===== config.mk =====
export PLATFORM = sky130hd
export DESIGN_NAME = mem_arbiter
export DESIGN_NICKNAME = d
export VERILOG_FILES = /design/src/rtl/skylark_pkg.sv /design/src/rtl/mem_wait_counter.sv /design/src/rtl/mem_arbiter.sv
export SDC_FILE = /design/constraint.sdc
export NUM_CORES = 1
export LEC_CHECK = 0
export ABC_AREA = 1
export CAP_MARGIN = 40
export CORE_ASPECT_RATIO = 0.9
export CORE_MARGIN = 2
export CORE_UTILIZATION = 38
export DETAILED_ROUTE_END_ITERATION = 6
export PLACE_DENSITY = 0.77
export SLEW_MARGIN = 30
export SYNTH_ARGS = -nofsm -noshare
export SYNTH_HDL_FRONTEND = slang
export SYNTH_HIERARCHICAL = 1
export SYNTH_SLANG_ARGS = --single-unit
export TNS_END_PERCENT = 20

===== constraint.sdc =====
create_clock -name clk -period 1.5 [get_ports clk]
set_input_delay 0.3 -clock clk [delete_from_list [all_inputs] [get_ports clk]]
set_output_delay 0.3 -clock clk [all_outputs]
set_load 0.01 [all_outputs]

===== src/rtl/skylark_pkg.sv =====
// rtl/skylark_pkg.sv - shared types and constants for the unified-memory arbiter
package skylark_pkg;

    typedef enum logic [1:0] {
        ARB_IDLE,
        ARB_ACCESS,
        ARB_WAIT,
        ARB_RESP
    } arb_state_t;

    typedef enum logic {
        OWN_FETCH,
        OWN_DATA
    } owner_t;

    localparam int DEFAULT_MEM_LATENCY = 2;

endpackage


===== src/rtl/mem_wait_counter.sv =====
// rtl/mem_wait_counter.sv - loadable latency down-counter that saturates at zero
module mem_wait_counter #(
    parameter int WIDTH = 2
) (
    input  logic             clk,
    input  logic             reset,
    input  logic             load,
    input  logic             dec,
    input  logic [WIDTH-1:0] load_val,
    output logic             zero
);

    logic [WIDTH-1:0] cnt;

    // Load takes priority; decrement stops at zero so the count never wraps
    always_ff @(posedge clk) begin
        if (reset) begin
            cnt <= '0;
        end else if (load) begin
            cnt <= load_val;
        end else if (dec && (cnt != '0)) begin
            cnt <= cnt - 1'b1;
        end
    end

    assign zero = (cnt == '0);

endmodule


===== src/rtl/mem_arbiter.sv =====
// rtl/mem_arbiter.sv - fetch/data arbiter for the single-port unified memory
module mem_arbiter
    import skylark_pkg::*;
#(
    parameter int MEM_LATENCY = DEFAULT_MEM_LATENCY
) (
    input  logic        clk,
    input  logic        reset,
    input  logic        if_req,
    input  logic [31:0] if_addr,
    output logic [31:0] if_rdata,
    output logic        if_valid,
    output logic        if_stall,
    input  logic        dm_req,
    input  logic        dm_we,
    input  logic [31:0] dm_addr,
    input  logic [31:0] dm_wdata,
    output logic [31:0] dm_rdata,
    output logic        dm_valid,
    output logic        dm_stall,
    output logic        mem_en,
    output logic        mem_we,
    output logic [31:0] mem_addr,
    output logic [31:0] mem_wdata,
    input  logic [31:0] mem_rdata
);

    localparam int CW = $clog2(MEM_LATENCY + 1);
    localparam logic [CW-1:0] CNT_LOAD = CW'(MEM_LATENCY - 1);

    arb_state_t state;
    owner_t     owner;
    owner_t     last_grant;
    logic       we_q;
    logic       cnt_zero;
    logic       grant_data;

    // Data normally wins; fetch wins when data took the previous grant and fetch is waiting
    assign grant_data = dm_req & ~((last_grant == OWN_DATA) & if_req);

    assign if_stall = if_req & ~if_valid;
    assign dm_stall = dm_req & ~dm_valid;

    mem_wait_counter #(
        .WIDTH(CW)
    ) u_wait_counter (
        .clk      (clk),
        .reset    (reset),
        .load     (state == ARB_ACCESS),
        .dec      (state == ARB_WAIT),
        .load_val (CNT_LOAD),
        .zero     (cnt_zero)
    );

    // Arbitration FSM with registered memory strobe, responses and valid pulses
    always_ff @(posedge clk) begin
        if (reset) begin
            state      <= ARB_IDLE;
            owner      <= OWN_FETCH;
            last_grant <= OWN_FETCH;
            we_q       <= 1'b0;
            mem_en     <= 1'b0;
            mem_we     <= 1'b0;
            mem_addr   <= 32'd0;
            mem_wdata  <= 32'd0;
            if_rdata   <= 32'd0;
            dm_rdata   <= 32'd0;
            if_valid   <= 1'b0;
            dm_valid   <= 1'b0;
        end else begin
            mem_en   <= 1'b0;
            mem_we   <= 1'b0;
            if_valid <= 1'b0;
            dm_valid <= 1'b0;
            case (state)
                ARB_IDLE: begin
                    if (if_req || dm_req) begin
                        owner     <= grant_data ? OWN_DATA : OWN_FETCH;
                        we_q      <= grant_data & dm_we;
                        mem_en    <= 1'b1;
                        mem_we    <= grant_data & dm_we;
                        mem_addr  <= grant_data ? dm_addr : if_addr;
                        mem_wdata <= grant_data ? dm_wdata : 32'd0;
                        state     <= ARB_ACCESS;
                    end
                end
                ARB_ACCESS: begin
                    state <= ARB_WAIT;
                end
                ARB_WAIT: begin
                    if (cnt_zero) begin
                        if (owner == OWN_FETCH) begin
                            if_rdata <= mem_rdata;
                            if_valid <= 1'b1;
                        end else begin
                            if (!we_q) begin
                                dm_rdata <= mem_rdata;
                            end
                            dm_valid <= 1'b1;
                        end
                        last_grant <= owner;
                        state      <= ARB_RESP;
                    end
                end
                ARB_RESP: begin
                    state <= ARB_IDLE;
                end
                default: begin
                    state <= ARB_IDLE;
                end
            endcase
        end
    end

endmodule

==> flow_summary.json, run 1 <==
{
  "htree_levels": 4,
  "cts_sinks": 139,
  "fp.dieW_um": 137,
  "path_max_fanout": 6,
  "whs_ps": 402,
  "dp_hpwl_mm": 13.5,
  "grt.busiest_layer": "met2",
  "cts_inserted_buffers": 17,
  "ant_nets": 0,
  "fp.dieH_um": 124,
  "antenna_found_initial": 0,
  "fp.dieArea_sq_mm": 0.0169,
  "cts_root_buffer": "clkbuf_16",
  "synth_cells": 855,
  "outcome": "finished clean",
  "max_freq_ghz": 0.700,
  "layout.nets": 1263,
  "vias_per_cell": 4.87,
  "reg2reg_depth": 7,
  "yosysSeqAreaShare": 0.460,
  "cts_tree": "built",
  "end_kind": "flop",
  "yosys_warnings": 6,
  "place.gp.congestion": 0.830,
  "placed_cells": 1294,
  "grt_overflow": 0,
  "powerDensity_mw_per_mm2": 1630,
  "drc": 0,
  "dr.pass1.iters": 6,
  "ir_worst_vdd_v": 0.00118,
  "cp.arrival_ps": 1770,
  "pre_cts_slack_ps": -277,
  "antenna_cells": 0,
  "p_leak_nw": 4.72,
  "grt_pass1_vias": 5970,
  "setup_slack_ps": 71.0,
  "mostFrequentLayoutCell": "nor2_1",
  "synth_top_area_frac": 0.460,
  "final_cell_mix": "203 x nor2_1, 178 x nand2_1, 137 x dfxtp_1",
  "hold_viol_final": 0,
  "drtIter0Drc": 460,
  "drv_cap": 0,
  "synth_area_leader_cell": "dfxtp_1",
  "rr_endpoint": "mem_wdata[2]",
  "postCtsHoldBufs": 0,
  "ys_ff_latch": 139,
  "grt_use_met2": 0.373,
  "syn_nets": 994,
  "syn2layout_area_growth_pct": 64.1,
  "clk_pin_slew_ps": 60,
  "grt_pass1_wl_mm": 29.3,
  "setup_tns_ps": 0,
  "finalCriticalPeriod_ps": 1430,
  "fp-row-count": 43,
  "rrSetupSlack_ps": 70,
  "dr_total_vias": 6515,
  "endpoint": "mem_wdata[2]",
  "portBuffers": 266,
  "ios": 267,
  "setup_viol": 0,
  "start_util": 0.391,
  "grt_max_degree": 51,
  "r2r_start": "state[0]",
  "drv_slew": 0,
  "wirelength_mm": 20.7,
  "clock_skew_ps": 8.96,
  "grt_setup_unrepaired": "no",
  "finalCritPeriodShare": 0.953,
  "cp.required_ps": 1840,
  "grtUsageMet3": 0.0810,
  "setup.worst_path.start_class": "flop",
  "startpoint": "state[0]",
  "core_sq_mm": 0.0155,
  "clk_latency_ps": 420,
  "crit_type": "reg -> reg",
  "met1_usage": 0.258,
  "layout.cells.non_filler": 1339,
  "grt_use_total": 0.221,
  "clk_path_buf_depth": 2,
  "synth_cell_types": 24,
  "synth_area_per_cell_sq_um": 7.08,
  "syn_area_sq_mm": 0.00605,
  "worstHoldPathType": "in -> reg",
  "ys_top_cells_by_area": "dfxtp_1 46%, nor2_1 13%, nand2_1 11%, nand3b_1 4.0%, nand4_1 3.3%",
  "post_drt_wl_per_cell_um": 15.4,
  "drive_gt1_frac": 0.0897
}
[worst max-delay path: stages (launching register included)]
cell and delay, ps:
dfxtp_1 340, inv_2 80, ha_4 180, buf_4 160
o21ai_4 180, clkbuf_16 240, nand2_1 50, a21oi_1 120
[per-layer routing]
| layer | vias up | wire (um) |
|---|---|---|
| met3 | 33 | 1940 |
| met4 | 0 | 473 |
| met5 | - | 0 |
| li1 | 3273 | - |
| met1 | 2930 | 8510 |
| met2 | 279 | 9720 |
[state kept, by name, indices dropped and copies added (netlist names)]
| signal | cells |
|---|---|
| u_wait_counter/cnt | 2 |
| dm_rdata | 32 |
| mem_we | 1 |
| dm_valid | 1 |
| mem_en | 1 |
| we_q | 1 |
| state | 2 |
| owner | 1 |
| if_rdata | 32 |
| last_grant | 1 |
| mem_addr | 32 |
| mem_wdata | 32 |
| if_valid | 1 |
[power breakdown]
part	leakage [nW]	internal (mW)	switching, mW
Combinational	3.26	2.97	3.55
Clock	0.318	2.94	1.64
Sequential	1.14	4.61	0.444
Total	4.72	10.5	5.64
[how the worst min path moves through the flow]
stage,depth (start not counted),to,start
floorplan,1,if_valid,owner
global placement,2,mem_wdata[25],mem_wdata[25]
detailed placement,2,mem_wdata[10],mem_wdata[10]
CTS,4,mem_wdata[0],dm_req
global route,4,owner,dm_req
finish,4,mem_wdata[0],dm_req
[final cells by class]
class	count	area, sq um
Timing Repair Buffer	313	3180
Clock buffer	20	467
Inverter	51	191
Multi-Input combinational cell	602	2870
Fill cell	1391	5570
Clock inverter	12	181
Tap cell	202	253
Sequential cell	139	2790
[Yosys cell counts, drive strengths merged]
cell and instances:
nor3 2, nand2 180, inv 51, nor2 206, buf 37, nand3b 32, conb 2, nand3 38
nand4 32, ha 6, clkbuf 27, a21oi 36, a21boi 32, o21ai 35, dfxtp 139
[cells by family (layout without fill, tap and decap cells)]
logic type      count (synthesis)  count (layout)  share of synthesized area
buf+inv                       115             396                     0.0800
compound gates                103             104                     0.0990
other cells                     2               2                    0.00124
flops                         139             139                      0.460
simple gates                  490             490                      0.347
fa+ha+maj                       6               6                     0.0124
[per-stage QoR]
stage | utilization | area, sq um | power, mW
after global placement | 0.590 | 9150 | 11.3
after detailed placement | 0.590 | 9150 | 11.5
after CTS | 0.621 | 9630 | 15.5
after global routing | 0.641 | 9930 | 17.2
after floorplan | - | 6050 | 8.31
final | 0.641 | 9930 | 16.2
[repair_timing]
item / 4_1_cts / 5_1_grt
gates resized for setup: 135 / 29
cloned: 0 / 12
endpoints found under the setup margin: 134 / 114
buffers inserted: 0 / 2
pin swaps: 0 / 4
No activity file was read; power rests on OpenSTA's default activity.
==> run 2: changes to the inputs <==
--- a/config.mk
+++ b/config.mk
@@ -6,12 +6,12 @@
 export NUM_CORES = 1
 export LEC_CHECK = 0
 export ABC_AREA = 1
-export CAP_MARGIN = 40
+export ABC_CLOCK_PERIOD_IN_PS = 1500
 export CORE_ASPECT_RATIO = 0.9
 export CORE_MARGIN = 2
 export CORE_UTILIZATION = 38
 export DETAILED_ROUTE_END_ITERATION = 6
-export PLACE_DENSITY = 0.77
+export PLACE_DENSITY = 0.81
 export SLEW_MARGIN = 30
 export SYNTH_ARGS = -nofsm -noshare
 export SYNTH_HDL_FRONTEND = slang
==> flow_summary.json, run 2 (synthesis gave the netlist of run 1 again) <==
{
  "grt_overflow": 0,
  "ir_worst_vdd_v": 0.000996,
  "ant_nets": 0,
  "crit_type": "reg -> reg",
  "placed_cells": 1288,
  "layout.nets": 1251,
  "grt_pass1_wl_mm": 28.8,
  "antenna_found_initial": 0,
  "setup_viol": 3,
  "mostFrequentLayoutCell": "nor2_1",
  "postCtsHoldBufs": 0,
  "seq_power_share": 0.327,
  "final_cell_mix": "201 x nor2_1, 178 x nand2_1, 136 x dfxtp_1",
  "crit_chain": "inv_2 -> ha_4 -> nand2_4 -> buf_6 -> nor3_4 -> buf_12 -> clkbuf_16 -> nor2_1 -> nor2_1",
  "internal_power_mw": 10.1,
  "grt_setup_unrepaired": "yes",
  "drive_gt1_frac": 0.0782,
  "end_kind": "flop",
  "p_leak_nw": 4.61,
  "grt_use_total": 0.218,
  "fp.dieH_um": 124,
  "path_max_fanout": 8,
  "drc": 0,
  "max_freq_ghz": 0.665,
  "drtIter0Drc": 331,
  "fill_cells": 1350,
  "place.gp.congestion": 0.785,
  "dr.pass1.iters": 5,
  "cp.arrival_ps": 1860,
  "ios": 267,
  "clk_pin_slew_ps": 60,
  "core_sq_mm": 0.0155,
  "syn2layout_area_growth_pct": 60.5,
  "worst-path-buf-inv": 4,
  "fp-row-count": 43,
  "combPwrFrac": 0.395,
  "p_sw_mw": 5.44,
  "cts_root_buffer": "clkbuf_16",
  "seqCellArea_sq_mm": 0.00279,
  "finalCriticalPeriod_ps": 1500,
  "vias_per_cell": 4.86,
  "wirelength_mm": 19.7,
  "cp.required_ps": 1850,
  "portBuffers": 266,
  "drv_cap": 0,
  "cts_sinks": 139,
  "setup.worst_path.start_class": "flop",
  "whs_ps": 455,
  "clock_skew_ps": 9.51,
  "start_util": 0.391,
  "layout.cells.non_filler": 1327,
  "dr_total_vias": 6443,
  "crit_family": "buffers and inverters",
  "fp.dieArea_sq_mm": 0.0169,
  "multiInputGateArea_sq_mm": 0.00286,
  "antenna_cells": 0,
  "worstHoldPathType": "reg -> reg",
  "drv_slew": 0,
  "cp_slowest_cell": "dfxtp_2",
  "powerDensity_mw_per_mm2": 1600,
  "dp_hpwl_mm": 13.0,
  "grt_pass1_vias": 6058,
  "clk_path_buf_depth": 2,
  "clk_latency_ps": 420,
  "max_stage_delay_ps": 330,
  "utilization": 0.627,
  "post_drt_wl_per_cell_um": 14.8,
  "outcome": "finished with violations",
  "setup_slack_ps": -4.68,
  "critPathMostFrequentCell": "nor2_1",
  "p_clk_frac": 0.278,
  "htree_levels": 4,
  "grt_max_degree": 70,
  "fp.dieW_um": 137,
  "cts_inserted_buffers": 17,
  "switching_share": 0.351,
  "setup_tns_ps": -7.03,
  "violations": "setup timing",
  "cts_tree": "built",
  "pre_cts_slack_ps": -284,
  "hold_viol_final": 0,
  "finalCritPeriodShare": 1.00
}
## run 2: cell count changes in the layout (fill, tap and decap cells not counted), moves of 2 or more
cell,delta
buf_6,-6
buf_12,-3
o21ai_1,-2
o21ai_0,+2
inv_6,-3
clkbuf_16,-2
inv_2,-2
nor2_1,-2
clkbuf_1,+3
## run 2: area by class of cell
class                      instances  share of cell area
timing repair buffer             302               0.311
multi-input combinational        601               0.294
sequential                       139               0.287
clock buffer                      22              0.0478
tap                              202              0.0260
inverter                          51              0.0200
clock inverter                    10              0.0143
## run 2: path summary, 6_finish.rpt
| path | start | end | slack, ps | cells past startpoint |
|---|---|---|---|---|
| max | u_wait_counter/cnt[0] | dm_rdata[14] | -5 | 9 |
| min | mem_wdata[17] | mem_wdata[17] | 450 | 2 |
| max reg2reg | u_wait_counter/cnt[0] | dm_rdata[14] | -5 | 9 |
| min reg2reg | mem_wdata[17] | mem_wdata[17] | 450 | 2 |
## run 2: repair_timing
action | in CTS | in global routing
endpoints found under the setup margin | 148 | 89
gates resized for setup | 138 | 21
gates cloned | 0 | 5
pin swaps | 0 | 5
buffers inserted | 0 | 2
## run 2: power by group through the flow
| stage | clock (mW) | combinational, mW | sequential, mW |
|---|---|---|---|
| after floorplan | 0 | 2.80 | 5.51 |
| after global placement | 0 | 6.18 | 5.11 |
| after detailed placement | 0 | 6.27 | 5.16 |
| after CTS | 4.40 | 5.76 | 5.05 |
| after global routing | 4.57 | 6.82 | 5.18 |
| final | 4.32 | 6.13 | 5.08 |
## run 2: worst register-to-register path, cell delays in order, from the launching register on
cell	delay, ps
dfxtp_2	330
inv_2	70
ha_4	160
nand2_4	50
buf_6	120
nor3_4	270
buf_12	160
clkbuf_16	160
nor2_1	50
nor2_1	80
## run 2: through the flow
| stage | total power, mW | cell area, sq um |
|---|---|---|
| 4_1_cts | 15.2 | 9510 |
| 5_1_grt | 16.6 | 9710 |
| 3_3_place_gp | 11.3 | 9060 |
| 6_report | 15.5 | 9710 |
| 2_1_floorplan | 8.31 | 6050 |
| 3_5_place_dp | 11.4 | 9060 |
## run 2: layer usage
layer / vias up / GRT usage / part of all wire
met2: 283 / 0.373 / 0.48
met3: 40 / 0.0786 / 0.094
met4: 0 / 0.0870 / 0.031
li1: 3231 / - / -
met1: 2889 / 0.247 / 0.40
met5: - / 0 / 0
==> run 3: changes to the inputs <==
--- a/config.mk
+++ b/config.mk
@@ -8,10 +8,11 @@
 export ABC_AREA = 1
 export ABC_CLOCK_PERIOD_IN_PS = 1500
 export CORE_ASPECT_RATIO = 0.9
-export CORE_MARGIN = 2
+export CORE_MARGIN = 5
 export CORE_UTILIZATION = 38
 export DETAILED_ROUTE_END_ITERATION = 6
-export PLACE_DENSITY = 0.81
+export GPL_ROUTABILITY_DRIVEN = 0
+export PLACE_DENSITY = 0.76
 export SLEW_MARGIN = 30
 export SYNTH_ARGS = -nofsm -noshare
 export SYNTH_HDL_FRONTEND = slang
==> flow_summary.json, run 3 (synthesis gave the netlist of run 1 again) <==
{
  "outcome": "finished clean",
  "cts_root_buffer": "clkbuf_16",
  "multiInputGateArea_sq_mm": 0.00282,
  "grt_pass1_vias": 5739,
  "internal_power_mw": 9.54,
  "wirelength_mm": 19.3,
  "setup_slack_ps": 81.7,
  "dp_hpwl_mm": 13.8,
  "clk_pin_slew_ps": 50,
  "post_dp_cell_area_sq_mm": 0.00909,
  "crit_chain": "nor2_1 -> clkdlybuf4s15_1",
  "finalPower_mw": 14.8,
  "drtIter0Drc": 248,
  "ant_nets": 0,
  "endpoint": "dm_stall",
  "placed_cells": 1290,
  "layout.cells.non_filler": 1321,
  "fill_cells": 1452,
  "layout.nets": 1246,
  "reg2reg_depth": 8,
  "rrSetupSlack_ps": 140,
  "max_freq_ghz": 0.705,
  "drv_cap": 0,
  "core_sq_mm": 0.0155,
  "dr.pass1.iters": 6,
  "portBuffers": 266,
  "end_kind": "output port",
  "r2r_start": "state[1]",
  "setup_tns_ps": 0,
  "grt_overflow": 0,
  "crit_type": "reg -> out",
  "combPwrFrac": 0.396,
  "seq_power_share": 0.342,
  "worst-path-stages": 2,
  "cts_sinks": 139,
  "rr_endpoint": "mem_addr[21]",
  "setup_viol": 0,
  "ios": 267,
  "mostFrequentLayoutCell": "nor2_1",
  "finalCriticalPeriod_ps": 1420,
  "pre_cts_slack_ps": -348,
  "grt_max_degree": 96,
  "startpoint": "dm_valid",
  "grt_use_total": 0.199,
  "cts_tree": "built",
  "start_util": 0.389,
  "max_stage_delay_ps": 330,
  "cp_slowest_cell": "dfxtp_1",
  "clock_skew_ps": 10.9,
  "switching_share": 0.354,
  "seqCellArea_sq_mm": 0.00278,
  "syn2layout_area_growth_pct": 57.0,
  "final_cell_mix": "203 x nor2_1, 178 x nand2_1, 138 x dfxtp_1",
  "fp.dieW_um": 143,
  "cts_setup_buffers": 0,
  "worstHoldPathType": "in -> reg",
  "ir_worst_vdd_v": 0.000940,
  "finalCritPeriodShare": 0.946,
  "crit_family": "flip-flops",
  "htree_levels": 4,
  "final_area_sq_mm": 0.00950,
  "antenna_cells": 0,
  "postCtsHoldBufs": 0,
  "hp-start": "dm_req",
  "p_sw_mw": 5.23,
  "worst-path-buf-inv": 1,
  "vias_per_cell": 4.71,
  "hold_viol_final": 0,
  "antenna_found_initial": 0,
  "setup.worst_path.start_class": "flop",
  "p_clk_frac": 0.262,
  "drive_gt1_frac": 0.0652,
  "cts_inserted_buffers": 17,
  "utilization": 0.611,
  "post_drt_wl_per_cell_um": 14.6,
  "cp.required_ps": 1200,
  "powerDensity_mw_per_mm2": 1560,
  "clk_path_buf_depth": 2,
  "fp.dieH_um": 130,
  "fp-row-count": 43,
  "whs_ps": 388,
  "dr_total_vias": 6223,
  "clk_latency_ps": 410,
  "drv_slew": 0,
  "cp.arrival_ps": 1120,
  "grt_pass1_wl_mm": 29.4,
  "fp.dieArea_sq_mm": 0.0185,
  "path_max_fanout": 2,
  "p_leak_nw": 4.52,
  "drc": 0
}
-- run 3: cell types whose count changed in the layout (fill, tap and decap cells not counted), moves of 2 or more --
cell,change
inv_6,-2
nor2_4,-2
dfxtp_1,+2
dfxtp_2,-2
bufinv_16,-2
nor2_1,+2
clkbuf_1,+2
clkbuf_16,-4
-- run 3: power by group through the flow --
stage	sequential, mW	clock [mW]	combinational [mW]
2_1_floorplan	5.51	0	2.80
3_3_place_gp	5.12	0	6.28
3_5_place_dp	5.16	0	6.36
4_1_cts	5.06	3.97	5.83
5_1_grt	5.18	4.13	6.50
6_report	5.06	3.87	5.85
-- run 3: worst min path at each step --
stage                   end  slack (ps)  cells after the start
4_1_cts        mem_wdata[1]         370                      4
6_report       mem_wdata[0]         390                      4
3_5_place_dp   mem_wdata[1]         450                      2
2_1_floorplan      if_valid         450                      1
5_1_grt        mem_wdata[0]         400                      4
3_3_place_gp   mem_wdata[3]         450                      2
-- run 3: what timing repair did --
action                     CTS  global route
setup endpoints to repair  149           128
gates resized for setup    136            11
pin swaps                    0             1
-- run 3: worst register-to-register path, cell delays in order (launching register included) --
cell and delay [ps]:
dfxtp_1 330, inv_1 110, ha_4 170, inv_1 50, nor2_2 140, buf_4 210
nand2_1 90, nor2_1 110, nor2_1 50
-- run 3: layer usage --
| metal | GRT usage | wire length [um] | share of wire |
|---|---|---|---|
| met5 | 0 | 0 | 0 |
| met4 | 0.0486 | 184 | 0.0095 |
| met3 | 0.0887 | 2140 | 0.11 |
| met2 | 0.327 | 9120 | 0.47 |
| met1 | 0.240 | 7850 | 0.41 |
-- run 3: cell type report --
| cell class | count | share of cell area |
|---|---|---|
| Tap cell | 202 | 0.0266 |
| Sequential cell | 139 | 0.293 |
| Clock buffer | 24 | 0.0497 |
| Multi-Input combinational cell | 601 | 0.297 |
| Clock inverter | 7 | 0.00711 |
| Timing Repair Buffer | 297 | 0.306 |
| Inverter | 51 | 0.0202 |
